File: config.mk
export PLATFORM = sky130hd
export DESIGN_NAME = clk_rst_seq
export DESIGN_NICKNAME = d
export VERILOG_FILES = /design/src/rtl/clk_rst_seq.sv
export SDC_FILE = /design/constraint.sdc
export NUM_CORES = 1
export LEC_CHECK = 0
export CORE_UTILIZATION = 41
export CTS_CLUSTER_SIZE = 12
export DETAILED_ROUTE_END_ITERATION = 10
export GPL_TIMING_DRIVEN = 1
export SLEW_MARGIN = 10
export SYNTH_ARGS = -nofsm -noshare
export SYNTH_HDL_FRONTEND = slang
export SYNTH_SLANG_ARGS = --single-unit
File: constraint.sdc
create_clock -name clk -period 2.65 [get_ports clk]
set_clock_uncertainty 0.15 [all_clocks]
set_input_delay 0.53 -clock clk [delete_from_list [all_inputs] [get_ports clk]]
set_output_delay 0.53 -clock clk [all_outputs]
set_load 0.01 [all_outputs]
File: src/rtl/clk_rst_seq.sv
// clk_rst_seq: clock-enable generator and staggered per-domain reset sequencer.
// Replaces ripple-divided clocks with phase-aligned enables off the PLL clock and
// releases domain resets one by one once the PLL has been locked for RST_HOLD cycles.
// Loss of lock re-asserts every domain reset and restarts the whole sequence.
module clk_rst_seq #(
  parameter int unsigned NUM_EN      = 3,
  parameter int unsigned NUM_DOMAINS = 2,
  parameter int unsigned RST_HOLD    = 15,
  parameter int unsigned STAGGER     = 4,
  parameter int unsigned CNT_W       = 8
) (
  input  logic                   clk,
  input  logic                   reset_n,
  input  logic                   pll_locked,
  input  logic [NUM_DOMAINS-1:0] dom_hold,
  output logic [NUM_EN-1:0]      ce,
  output logic [NUM_EN-1:0]      div_cnt,
  output logic [NUM_DOMAINS-1:0] rst,
  output logic                   seq_done,
  output logic                   lock_lost
);

  localparam int unsigned MaxCnt = (RST_HOLD > STAGGER) ? RST_HOLD : STAGGER;
  localparam logic [CNT_W-1:0] HoldLast = CNT_W'(RST_HOLD - 1);
  localparam logic [CNT_W-1:0] StagLast = CNT_W'(STAGGER - 1);

  // Reject parameter sets the shared counter or the output encodings cannot cover.
  if (NUM_EN < 1 || NUM_EN > 8 || NUM_DOMAINS < 1 || NUM_DOMAINS > 8 ||
      RST_HOLD < 1 || STAGGER < 1 || (64'd1 << CNT_W) <= 64'(MaxCnt)) begin : gen_bad_params
    $error("clk_rst_seq: illegal parameter set");
  end

  typedef enum logic [1:0] {
    StWaitLock,
    StHold,
    StRelease,
    StRun
  } state_e;

  state_e                 state_q, state_d;
  logic                   sync1_q, lock_s_q;
  logic [CNT_W-1:0]       cnt_q, cnt_d;
  logic [NUM_DOMAINS-1:0] released_q, released_d, released_next;
  logic [NUM_DOMAINS-1:0] rst_q, rst_d;
  logic [NUM_EN-1:0]      div_cnt_q, div_cnt_d;
  logic [NUM_EN-1:0]      ce_q, ce_d;
  logic                   seq_done_q, seq_done_d;
  logic                   lock_lost_q, lock_lost_d;
  logic                   lock_loss, rel_now, rel_last, running_d;

  // Lock drop anywhere past WAIT_LOCK aborts the sequence.
  assign lock_loss = !lock_s_q && (state_q != StWaitLock);

  // Domains release in index order, so released bits form a thermometer code and the
  // next release simply shifts one more bit in.
  assign released_next = (released_q << 1) | NUM_DOMAINS'(1);
  assign rel_now       = (state_q == StRelease) && (cnt_q == '0);
  assign rel_last      = rel_now && released_next[NUM_DOMAINS-1];

  // Two-flop synchroniser for the asynchronous PLL lock.
  always_ff @(posedge clk or negedge reset_n) begin
    if (!reset_n) begin
      sync1_q  <= 1'b0;
      lock_s_q <= 1'b0;
    end else begin
      sync1_q  <= pll_locked;
      lock_s_q <= sync1_q;
    end
  end

  // Sequencer state register.
  always_ff @(posedge clk or negedge reset_n) begin
    if (!reset_n) begin
      state_q <= StWaitLock;
    end else begin
      state_q <= state_d;
    end
  end

  // Next-state logic; lock loss overrides every other transition.
  always_comb begin
    state_d = state_q;
    if (lock_loss) begin
      state_d = StWaitLock;
    end else begin
      case (state_q)
        StWaitLock: if (lock_s_q) state_d = StHold;
        StHold:     if (cnt_q == HoldLast) state_d = StRelease;
        StRelease:  if (rel_last) state_d = StRun;
        StRun:      state_d = StRun;
        default:    state_d = StWaitLock;
      endcase
    end
  end

  // Counter, release bits, divider and registered output next-values.
  always_comb begin
    logic ones;
    cnt_d      = '0;
    released_d = released_q;
    div_cnt_d  = '0;
    ce_d       = '0;
    ones       = 1'b1;
    if (!lock_loss) begin
      case (state_q)
        StHold: begin
          cnt_d = (cnt_q == HoldLast) ? '0 : cnt_q + CNT_W'(1);
        end
        StRelease: begin
          cnt_d = (cnt_q == StagLast) ? '0 : cnt_q + CNT_W'(1);
          if (rel_now) released_d = released_next;
        end
        default: ;
      endcase
      if (state_q == StRelease || state_q == StRun) begin
        div_cnt_d = div_cnt_q + NUM_EN'(1);
      end
    end
    if (lock_loss || state_q == StWaitLock) begin
      released_d = '0;
    end
    running_d = (state_d == StRelease) || (state_d == StRun);
    // ce[k] fires when the low k+1 bits of the count are all ones.
    for (int k = 0; k < NUM_EN; k++) begin
      ones    = ones & div_cnt_d[k];
      ce_d[k] = running_d & ones;
    end
    rst_d       = dom_hold | ~released_d;
    seq_done_d  = (state_d == StRun);
    lock_lost_d = lock_lost_q | lock_loss;
  end

  // Datapath and output registers.
  always_ff @(posedge clk or negedge reset_n) begin
    if (!reset_n) begin
      cnt_q       <= '0;
      released_q  <= '0;
      rst_q       <= '1;
      div_cnt_q   <= '0;
      ce_q        <= '0;
      seq_done_q  <= 1'b0;
      lock_lost_q <= 1'b0;
    end else begin
      cnt_q       <= cnt_d;
      released_q  <= released_d;
      rst_q       <= rst_d;
      div_cnt_q   <= div_cnt_d;
      ce_q        <= ce_d;
      seq_done_q  <= seq_done_d;
      lock_lost_q <= lock_lost_d;
    end
  end

  assign ce        = ce_q;
  assign div_cnt   = div_cnt_q;
  assign rst       = rst_q;
  assign seq_done  = seq_done_q;
  assign lock_lost = lock_lost_q;

endmodule

== After elaboration in Yosys (flattened, before gate mapping) ==
Index checks and enable logic that the tools add are counted.

* Register bits after elaboration: 24
* Bits of input ports: 5
* Output and inout port bits: 10
* Word-level logic and storage cells: 52

* Add/sub/neg operators: 2
* Equality and inequality tests: 7
* Multiplexer cells: 15
* Bitwise logic cells: 8
* Reductions and logical operators: 10

{| class="wikitable"
|+ Operators by type and width
! operator !! count
|-
| two-way mux 8 bit || 3
|-
| two-way mux 2 bit || 8
|-
| case mux 8 bit (2 select lines) || 1
|-
| adder 8 x 1 -> 8 bit, second input constant || 1
|-
| equality test 2 bit, second input constant || 4
|-
| equality test 8 x 2 -> 1 bit, second input constant || 1
|-
| equality test 8 x 4 -> 1 bit, second input constant || 1
|-
| logical NOT 8 bit || 1
|-
| case mux 2 bit (4 select lines) || 1
|-
| two-way mux 3 bit || 2
|-
| AND 1 bit || 5
|-
| adder 3 x 1 -> 3 bit, second input constant || 1
|-
| logical AND 1 bit || 3
|-
| logical OR 1 bit || 3
|-
| equality test 2 x 1 -> 1 bit, second input constant || 1
|-
| logical NOT 2 bit || 1
|-
| inverter 2 bit || 1
|-
| bitwise OR 2 bit || 1
|-
| nonzero test 2 bit || 1
|-
| logical NOT 1 bit || 1
|-
| bitwise OR 1 bit || 1
|}

== Depth between registers and ports, before layout ==
Gate-level depths: netlist of the first run.

* Depth after elaboration: 9
* Depth in mapped cells: 5
* Mapped depth without buffers: 5

== Worst setup path before layout of the first run ==
Ideal clock, no wire load.

* Path type: register -> register
* Start point: register cnt_q[6]
* End point: register cnt_q[5]
* Arrival time: 1.493 ns
* Setup slack: 0.857 ns
* Stages on the path, launching flop included: 4
* Buffers on the path: 0
* Clock period less this slack: 1.793 ns
* Cells stage by stage: dfrtp_1 or4_4 o41ai_4 a221oi_1

* Longest elaborated chain between the ends: 4
* Elaborated cells on any way between the ends: 6
* Those cells by class: eq/ne: 2; mux: 4

{| class="wikitable"
|+ Ends and longest elaborated chain
! element !! RTL line !! RTL
|-
| start, declared || 42 || <nowiki>logic [CNT_W-1:0] cnt_q, cnt_d;</nowiki>
|-
| start signal, assigned || 144 || <nowiki>cnt_q <= cnt_d;</nowiki>
|-
| equality test 8 x 2 -> 1 bit / equality test 8 x 4 -> 1 bit (equally long branches) || 110, 107 ||
|-
| two-way mux 8 bit (on tied branches) || 110, 107 ||
|-
| case mux 8 bit (2 select lines) * || 105 || <nowiki>case (state_q)</nowiki>
|-
| two-way mux 8 bit * || 104 || <nowiki>if (!lock_loss) begin</nowiki>
|-
| net cnt_d[5] || 42 ||
|}

Mark *: on every way through the listed nets, which the timed path passes. The rest lies on a longest branch.

== Worst setup path in the final report of the first run ==
* Start point: register rst_q[0], in the netlist rst[0]
* End point: output port rst[0]

{| class="wikitable"
|+ RTL lines
! element !! RTL line !! RTL
|-
| start, declared || 44 || <nowiki>logic [NUM_DOMAINS-1:0] rst_q, rst_d;</nowiki>
|-
| start signal, assigned || 146 || <nowiki>rst_q <= rst_d;</nowiki>
|-
| end, declared || 18 || <nowiki>output logic [NUM_DOMAINS-1:0] rst,</nowiki>
|}

No word-level cell between the ends.

==> results of run 1 <==
[registers in the layout (all words and copies together) (netlist names)]
| name | count |
|---|---|
| lock_lost | 1 |
| state_q | 2 |
| sync1_q | 1 |
| released_q | 2 |
| seq_done | 1 |
| ce | 3 |
| rst | 2 |
| lock_s_q | 1 |
| div_cnt | 3 |
| cnt_q | 8 |
[worst max path at each step]
| stage | end | cells after the start | slack, ns | from |
|---|---|---|---|---|
| 6_report | rst[0] | 1 | 0.59 | rst[0] |
| 5_1_grt | rst[1] | 1 | 0.52 | rst[1] |
| 4_1_cts | rst[1] | 1 | 0.57 | rst[1] |
| 3_5_place_dp | cnt_q[6] | 3 | 0.72 | cnt_q[6] |
| 3_3_place_gp | cnt_q[6] | 3 | 0.75 | cnt_q[6] |
| 2_1_floorplan | cnt_q[5] | 3 | 0.86 | cnt_q[6] |
[worst reg2reg max path, stage by stage (launching register included)]
cell                       delay (ns)
sky130_fd_sc_hd__dfrtp_1         0.44
sky130_fd_sc_hd__or4_4           0.59
sky130_fd_sc_hd__o41ai_4         0.48
sky130_fd_sc_hd__a221oi_1        0.18
[metrics by stage]
| step | util (%) | instance area (um^2) | std cells | setup WS [ns] |
|---|---|---|---|---|
| after detailed placement | 52.1 | 1350 | 146 | 0.717 |
| after global placement | 52.1 | 1350 | 146 | 0.754 |
| after global routing | 54.1 | 1400 | 150 | 0.525 |
| final | 54.1 | 1400 | 150 | 0.590 |
| after floorplan | - | 1170 | 102 | 0.857 |
| after CTS | 54.1 | 1400 | 150 | 0.568 |
[per-layer routing]
metal  wire length, um  vias up  GRT usage (%)  part of all wire (%)
li1                  -      413              -                     -
met1              1110      417           24.3                    51
met4                36        0           6.43                   1.7
met5                 0        -              0                     0
met3                70        4           2.58                   3.2
met2               958       16           22.4                    44
[power groups by stage]
stage	logic (mW)	registers, mW	clock network [mW]
after global placement	0.203	0.424	0
after floorplan	0.153	0.417	0
after detailed placement	0.207	0.426	0
after CTS	0.209	0.419	0.273
after global routing	0.233	0.423	0.290
final	0.209	0.420	0.262
[area by class of cell]
cell class              instances  area, um^2
fillers                       219        1190
clock inverters                 1        30.0
clock buffers                   3        22.5
well taps                      30        37.5
repair buffers                 15         148
flip-flops and latches         24         603
inverters                       7        26.3
multi-input cells              70         534
[kinds of logic (layout without fill, tap and decap cells)]
| logic type | after synthesis | after routing | synth area share, % |
|---|---|---|---|
| AO/OA/AOI/OAI | 26 | 26 | 18.4 |
| XOR/XNOR | 4 | 4 | 3.00 |
| adder cells (fa/ha/maj) | 8 | 8 | 8.57 |
| buffers and inverters | 8 | 26 | 2.68 |
| flip-flops | 24 | 24 | 51.6 |
| AND/OR/NAND/NOR | 32 | 32 | 15.7 |
[cells in the final DEF (no fill, tap or decap), types with 2 or more instances in the layout]
cell type / instances
sky130_fd_sc_hd__dfrtp_1: 22
sky130_fd_sc_hd__clkdlybuf4s50_1: 14
sky130_fd_sc_hd__ha_1: 8
sky130_fd_sc_hd__inv_1: 7
sky130_fd_sc_hd__nand3_1: 6
sky130_fd_sc_hd__nand2_1: 5
sky130_fd_sc_hd__a211oi_1: 5
sky130_fd_sc_hd__nor2_1: 5
sky130_fd_sc_hd__a21oi_1: 4
sky130_fd_sc_hd__o21ai_0: 3
sky130_fd_sc_hd__nor4_1: 3
sky130_fd_sc_hd__clkbuf_4: 3
sky130_fd_sc_hd__a221oi_1: 2
sky130_fd_sc_hd__or3_1: 2
sky130_fd_sc_hd__xor2_1: 2
sky130_fd_sc_hd__xnor2_1: 2
sky130_fd_sc_hd__nand2b_1: 2
sky130_fd_sc_hd__o21a_1: 2
sky130_fd_sc_hd__nor3_1: 2
sky130_fd_sc_hd__dfstp_2: 2
==> results.md, run 1 <==
* Fraction of the cycle the final worst path needs at between 70 and 80%
* Post-synth ARST share at between 90% and 100%
* Crit Path Max Fanout at 1
* Sequential group share of total power at a little under half
* Ranking of synthesized cells by area: sky130_fd_sc_hd__dfrtp_1 (47%), sky130_fd_sc_hd__ha_1 (8.6%), sky130_fd_sc_hd__dfstp_2 (4.5%)
* Mapped Cells at approximately 100
* Net switching power at roughly 0.27 mW
* Number of placement rows at 18
* Via count of the first global-routing pass at 807
* Power per unit of standard cell area at 635 nW/um^2
* Total gr overflow at 0
* Number of synthesized flops with an enable pin at 0
* Number of clock sinks at 24
* Setup bufs post-CTS at 0
* Count of buffers inserted at the top-level ports at 14
* Top cells by instance count after synthesis: sky130_fd_sc_hd__dfrtp_1 (22), sky130_fd_sc_hd__ha_1 (8), sky130_fd_sc_hd__inv_1 (7)
* Largest voltage drop on the vdd net at ~0.35 mV
* # DRC at 0
* Vert. Die Dim at about 55 um
* Maximum number of buffers from clock root to sink at 2
* Hold Path Origin: sync1_q
* Combined global-route utilization of all metal layers at ~16%
* HPWL reported at the end of detailed placement at roughly 1600 um
* Clock tree from TritonCTS: built
* Initial core utilization at about 45%
* Switching part of the total power at between 30% and 40%
* Crit. End Element: primary output
* Final estimated routing congestion in global placement at roughly 0.78
* Average via count per standard cell at around 5.7
* ANT nets after route at 0
* Hold path endpoint: lock_s_q
* Initial antenna violation count at 0
* Share of power burned in combinational logic at a little under a quarter
* Accumulated negative setup slack at 0 ns
* Synth Area per Inst at 11.5 um^2
* Most repeated cell in the gate-level netlist after synthesis: sky130_fd_sc_hd__dfrtp_1
* Area leader, netlist: sky130_fd_sc_hd__dfrtp_1
* Leakage Power at 0.553 nW
* Family with the most delay on the worst path: flip-flops
* Data required, critical path at 1.97 ns
* Number of stages on the worst hold path at 0
* Post-synthesis net count at 115
* Depth of the worst register-to-register path at 3
* Pin count of the biggest net entering global routing at 25
* Number of DRC violations after detailed-routing iteration 0 at 24
* Number of synthesis warnings at 0
* Number of distinct library cell variants in the gate-level netlist after synthesis at 36
* Final count of negative-setup-slack endpoints at 0
* Setup crit start kind: flip-flop
* Clk Tree Root Cell: sky130_fd_sc_hd__clkbuf_4
* Worst path arrival time at approximately 1.4 ns
* Maximum single-stage delay on the critical path at between 0.5 and 0.6 ns
* Setup repair after global routing missed its margin: false
* Clock buffers created by TritonCTS at 3
* Die width at 55.4 um
* DIE AREA at just over 3000 um^2
* Diode insertion count for antenna repair at 0
* Post-CTS clock slew at the launch and capture registers of the worst setup and hold paths at roughly 0.13 ns
* Post-synthesis sequential area ratio at 51.6%
* Max stage delay cell, worst path: sky130_fd_sc_hd__dfstp_2
* Share of power burned in the clock network at between 20% and 30%
* Minimum setup slack among reg-to-reg paths at between 0.6 and 0.7 ns
* Max Clock Freq at a little under 500 MHz
* Slew at the pin closest to its max-slew limit at roughly 0.62 ns
* Flip-flop and latch count after synthesis at 24
* Core Region at approximately 2600 um^2
* Net total in the final layout at between 100 and 150
* Wirelength, routed at approximately 2200 um
* Result of the run: complete, no violations
* List of cells traversed by the critical path: clkdlybuf4s50_1
* Fraction of synthesized cell area taken by the top area cell type at 47.1%
* Clock H-tree levels at 1
* Count of buffering cells on the critical path with inverters included at 1
* Synth Flop Type: sky130_fd_sc_hd__dfrtp_1
* Final Hold Fails at 0
* Terminus of the critical flop-to-flop path: cnt_q[6]
* Class of the tightest hold or removal check: flip-flop to flip-flop
* Max-slew violations at 0
* Top Ports at 15
* Quantity of hold-fixing buffers added after cts at 0
* CTS-repair resized insts at 0
* Power Total at approximately 0.89 mW
* Slew headroom at approximately three fifths
* Beginning of the worst register-to-register path: cnt_q[6]
* Total iterations of the first detailed-routing run at 4
* Area of the mapped netlist at about 1200 um^2
* Post-synthesis to final-layout area growth at 19.9%
* Global-route wire length before repair at between 3000 and 4000 um
* Max_cap viols at 0
* Minimum clock period after layout at 2.06 ns
* Vias post-DR at 850
* Setup CP Type: flip-flop to primary output
* Clock latency at the later pin of the worst-skew pair at between 0.3 and 0.4 ns
* Per-cell routed wire length at 14.5 um
* Share of layout cells above drive strength 1 at roughly an eighth
* Internal Pwr Total at 0.615 mW
* Final worst hold slack at roughly 0.22 ns
Power figures use the tool's default switching activity.
==> run 2, diff against run 1 <==
Clock period 2.65 ns to 1.7 ns, I/O delays scaled along.
==> run 2 against run 1 <==
  * The flow now finishes with violations (negative setup slack)
  * Design area is 25% higher
  * Combinational power grew to 2.8 times the previous value
  * First-iteration DRC count decreased by 13%
  * Sequential cell count did not move
  * Die area is the same
  * Register-to-register slack got worse by 0.78 ns
  * Final cell count rose by 15%
  * Setup slack worse by 0.69 ns
  * Critical path depth increased by 3
  * Clock power increased by 62%
  * Sequential share of layout area decreased by 8.4 points
  * Largest power group unchanged
  * Highest routed layer unchanged
==> results.md, run 2 (synthesis results as in run 1) <==
* Clk Tree Root Cell: sky130_fd_sc_hd__clkbuf_4
* Final critical-path setup slack at -0.0961 ns
* Clock buffers created by TritonCTS at 3
* Crit Path Max Fanout at 3
* Final count of negative-setup-slack endpoints at 10
* Crit. End Element: flip-flop
* Share of layout cells above drive strength 1 at a little over two fifths
* Most common cell after layout, fill and taps aside: sky130_fd_sc_hd__buf_4
* Max-slew violations at 0
* Share of the core filled with cells at between 60% and 70%
* # fillers at between 150 and 200
* Clock tree from TritonCTS: built
* ANT nets after route at 0
* Power Total at roughly 1.7 mW
* Max_cap viols at 0
* Number of DRC violations after detailed-routing iteration 0 at 21
* Top Ports at 15
* Result of the run: finished, violations left
* Initial antenna violation count at 0
* DIE AREA at approximately 3000 um^2
* Pin count of the biggest net entering global routing at 25
* Final Hold Fails at 0
* HPWL reported at the end of detailed placement at between 1500 and 2000 um
* Number of flip-flops under the largest register name at 8
* Count of buffers inserted at the top-level ports at 14
* Top reg by flops: cnt_q
* Max Clock Freq at about 560 MHz
* Die width at around 55 um
* Largest voltage drop on the vdd net at about 0.70 mV
* Number of clock sinks at 24
* Net total in the final layout at 157
* Setup crit start kind: flip-flop
* Initial core utilization at a little under half
* Diode insertion count for antenna repair at 0
* Top library cells by usage in the layout, fill and taps aside: sky130_fd_sc_hd__buf_4 (22), sky130_fd_sc_hd__dfrtp_1 (21), sky130_fd_sc_hd__dlygate4sd2_1 (7)
* Number of placement rows at 18
* Total gr overflow at 0
* Class of the tightest hold or removal check: primary input to async pin
* Minimum clock period after layout at around 1.8 ns
* Global-route wire length before repair at approximately 4300 um
* Setup repair after global routing missed its margin: true
* Vias post-DR at ~1,000
* Total iterations of the first detailed-routing run at 4
* Clock latency at the later pin of the worst-skew pair at ~0.32 ns
* Final estimated routing congestion in global placement at between 0.8 and 0.9
* Core Region at around 2600 um^2
* Maximum number of buffers from clock root to sink at 2
* Leakage Power at roughly 0.77 nW
* Power per unit of standard cell area at 949 nW/um^2
* Final worst hold slack at 0.209 ns
* Combined global-route utilization of all metal layers at 17.6%
* Clock H-tree levels at 1
* # DRC at 0
* Slew at the pin closest to its max-slew limit at between 0.3 and 0.4 ns
* Fraction of the cycle the final worst path needs at 106%
* Post-synthesis to final-layout area growth at 49.4%
* Wirelength, routed at roughly 2800 um
* Per-cell routed wire length at approximately 16 um
* Average via count per standard cell at roughly 5.6
* Post-CTS clock slew at the launch and capture registers of the worst setup and hold paths at 0.14 ns
* Vert. Die Dim at about 55 um
* Slew headroom at around three quarters
* Setup CP Type: flip-flop to flip-flop
* Via count of the first global-routing pass at 970
* Worst path arrival time at between 1.5 and 2 ns
* Violations in the final reports: negative setup slack
* Data required, critical path at 1.79 ns
-- run 2: cell types whose count changed in the layout (fill, tap and decap cells not counted), sizes merged --
cell           delta
dlygate4sd2       +7
buf              +23
dlymetal6s2s      +3
clkdlybuf4s50    -10
-- run 2: final timing paths --
check	startpoint	endpoint	slack, ns	cells past startpoint
min	reset_n	seq_done	0.21	2
max reg2reg	cnt_q[7]	seq_done	-0.1	4
min reg2reg	sync1_q	lock_s_q	0.22	0
min in group clk	sync1_q	lock_s_q	0.22	0
max	cnt_q[7]	seq_done	-0.1	4
max in group asynchronous	reset_n	rst[1]	0.89	2
-- run 2: metal layers --
layer	up-vias	GRT usage [%]	wire (um)
li1	458	-	-
met5	-	0	0
met2	22	29.4	1320
met4	0	6.07	15
met1	489	23.2	1340
met3	2	2.58	96
-- run 2: worst max-delay path, stage by stage, from the launching register on --
cell and delay, ns:
sky130_fd_sc_hd__dfrtp_1 0.41, sky130_fd_sc_hd__or4_4 0.58, sky130_fd_sc_hd__buf_6 0.15, sky130_fd_sc_hd__o21a_4 0.22
sky130_fd_sc_hd__a311oi_2 0.20
-- run 2: power by group --
part | total [mW] | internal (mW) | switching (mW)
Clock | 0.424 | 0.238 | 0.186
Combinational | 0.591 | 0.256 | 0.336
Sequential | 0.641 | 0.605 | 0.0361
-- run 2: layout make-up --
type	instances	area [um^2]	area share [%]
Clock buffer	3	22.5	1.29
Clock inverter	1	30.0	1.72
Inverter	7	26.3	1.51
Multi-Input combinational cell	70	698	40.0
Sequential cell	24	604	34.6
Tap cell	30	37.5	2.15
Timing Repair Buffer	38	327	18.7
-- run 2: repair_timing --
action	CTS	global route
resized for setup	18	22
buffers inserted	3	2
pin swaps	6	6
hold buffers	0	0
endpoints found under the hold margin	0	0
setup endpoints to repair	20	17
-- run 2: metrics by stage --
stage	worst slack, ns	area (um^2)	cells	TNS (ns)
global route	-0.151	1750	173	-0.900
global placement	-0.0191	1490	164	-0.0488
finish	-0.0961	1750	173	-0.497
detailed placement	-0.0616	1490	164	-0.380
CTS	-0.0914	1600	171	-0.717
floorplan	-0.0868	1170	102	-0.519
==> run 3, diff against run 2 <==
Clock period 1.7 ns to 2.2 ns, I/O delays scaled along.
==> run 3 against run 2 <==
  * The run now ends clean
  * Register-to-register slack better by 0.33 ns
  * Die area unchanged
  * Setup slack better by 0.33 ns
  * Clock-buffer cell count unchanged
  * Final cell count down 13%
  * First-iteration DRC count down 9.5%
  * Global-route usage down 2.3 points
  * Sequential power down 21%
  * Power down 35%
  * Critical endpoint is now rst[1]
==> results.md, run 3 (synthesis results as in run 1) <==
* Quantity of hold-fixing buffers added after cts at 0
* Maximum single-stage delay on the critical path at ~0.54 ns
* Top reg by flops: cnt_q
* DIE AREA at 3070 um^2
* Number of placement rows at 18
* # DRC at 0
* Final count of negative-setup-slack endpoints at 0
* Largest voltage drop on the vdd net at between 0.4 and 0.5 mV
* Initial antenna violation count at 0
* Data required, critical path at about 1.6 ns
* Maximum number of buffers from clock root to sink at 2
* ANT nets after route at 0
* Max Clock Freq at 508 MHz
* Class of the tightest hold or removal check: flip-flop to flip-flop
* Number of DRC violations after detailed-routing iteration 0 at 19
* Crit. End Element: primary output
* Initial core utilization at between 40% and 50%
* Final critical-path setup slack at around 0.23 ns
* Clock buffers created by TritonCTS at 3
* Depth of the worst register-to-register path at 5
* Post-synthesis to final-layout area growth at 20.6%
* Power per unit of standard cell area at approximately 760 nW/um^2
* Average via count per standard cell at 5.83
* Clk Tree Root Cell: sky130_fd_sc_hd__clkbuf_4
* Max stage delay cell, worst path: sky130_fd_sc_hd__dfstp_2
* Worst path arrival time at 1.38 ns
* Global-route wire length before repair at about 3800 um
* Final Hold Fails at 0
* Net total in the final layout at 135
* WP depth at 1
* Minimum setup slack among reg-to-reg paths at between 0.2 and 0.25 ns
* Via count of the first global-routing pass at 827
* Clock latency at the later pin of the worst-skew pair at a little over 0.3 ns
* Clock tree from TritonCTS: built
* Setup CP Type: flip-flop to primary output
* HPWL reported at the end of detailed placement at 1600 um
* Crit Path Max Fanout at 1
* Terminus of the critical flop-to-flop path: seq_done
* Result of the run: complete, no violations
* Clock H-tree levels at 1
* # placed instances at 147
* Top Ports at 15
* Minimum clock period after layout at between 1.5 and 2 ns
* Wirelength, routed at around 2100 um
* Total gr overflow at 0
* Power Total at around 1.1 mW
* Design area at about 1400 um^2
* Worst setup path start: rst[1]
* Count of buffers inserted at the top-level ports at 14
* Number of flip-flops under the largest register name at 8
* Share of layout cells above drive strength 1 at a little over an eighth
* Slew at the pin closest to its max-slew limit at 0.557 ns
* Post-CTS clock slew at the launch and capture registers of the worst setup and hold paths at 0.13 ns
* Core Region at 2590 um^2
* List of cells traversed by the critical path: clkdlybuf4s50_1
* Setup crit start kind: flip-flop
* Post-layout instance count excluding filler cells at ~150
* Combined global-route utilization of all metal layers at between 15 and 20%
* Final estimated routing congestion in global placement at a little under 0.8
* Vert. Die Dim at approximately 55 um
* Max-slew violations at 0
* Max_cap viols at 0
* Family with the most delay on the worst path: flip-flops
* Vias post-DR at 881
* Fraction of the cycle the final worst path needs at about nine tenths
* Setup repair after global routing missed its margin: false
* Accumulated negative setup slack at 0 ns
* Per-cell routed wire length at ~14 um
* Number of clock sinks at 24
* CTS-repair resized insts at 0
* Beginning of the worst register-to-register path: state_q[0]
* Pre-CTS setup slack at 0.257 ns
* Total iterations of the first detailed-routing run at 6
* Leakage Power at 0.557 nW
* Pin count of the biggest net entering global routing at 25
* Count of buffering cells on the critical path with inverters included at 1
* Post-DP Area at 1360 um^2
* Slew headroom at between 60% and 70%
* Setup bufs post-CTS at 0
* Critical path capture point: rst[1]
* Die width at ~55 um
* Most common cell after layout, fill and taps aside: sky130_fd_sc_hd__dfrtp_1
* Diode insertion count for antenna repair at 0
* Top library cells by usage in the layout, fill and taps aside: sky130_fd_sc_hd__dfrtp_1 (22), sky130_fd_sc_hd__clkdlybuf4s50_1 (14), sky130_fd_sc_hd__ha_1 (8)
[run 3: changes by cell type in the layout (fill, tap and decap cells not counted), moves of 2 or more]
cell,before,now
sky130_fd_sc_hd__a211oi_1,0,5
sky130_fd_sc_hd__a211oi_2,5,0
sky130_fd_sc_hd__buf_4,22,2
sky130_fd_sc_hd__buf_6,2,0
sky130_fd_sc_hd__clkdlybuf4s50_1,4,14
sky130_fd_sc_hd__dlygate4sd2_1,7,0
sky130_fd_sc_hd__dlymetal6s2s_1,3,0
sky130_fd_sc_hd__ha_1,5,8
sky130_fd_sc_hd__ha_4,3,0
sky130_fd_sc_hd__nor4_1,1,3
[run 3: per-stage QoR]
stage	hold slack, ns	utilization [%]
after floorplan	-0.00559	-
after CTS	0.224	54.4
after global placement	0.189	52.4
final	0.220	54.4
after detailed placement	0.194	52.4
after global routing	0.227	54.4
[run 3: worst min-delay path by stage]
stage,from,endpoint,depth (start not counted)
finish,sync1_q,lock_s_q,0
CTS,sync1_q,lock_s_q,0
global route,sync1_q,lock_s_q,0
floorplan,reset_n,ce[0],0
detailed placement,sync1_q,lock_s_q,0
global placement,sync1_q,lock_s_q,0
[run 3: routing by layer]
metal  track usage [%]  routed length (um)
met1              21.9                1050
met2              23.4                 949
met3              2.81                  94
met4              4.64                  21
met5                 0                   0
[run 3: where the power goes]
part           internal (mW)  total [mW]  switching (mW)
Sequential             0.467       0.508          0.0410
Clock                  0.184       0.313           0.129
Combinational         0.0890       0.253           0.164
Total                  0.741        1.07           0.334
[run 3: cell type report]
| type | count | area (um^2) |
|---|---|---|
| Fill cell | 225 | 1180 |
| Sequential cell | 24 | 603 |
| Multi-Input combinational cell | 70 | 534 |
| Timing Repair Buffer | 16 | 155 |
| Tap cell | 30 | 37.5 |
| Clock inverter | 1 | 30.0 |
| Inverter | 7 | 26.3 |
| Clock buffer | 3 | 22.5 |
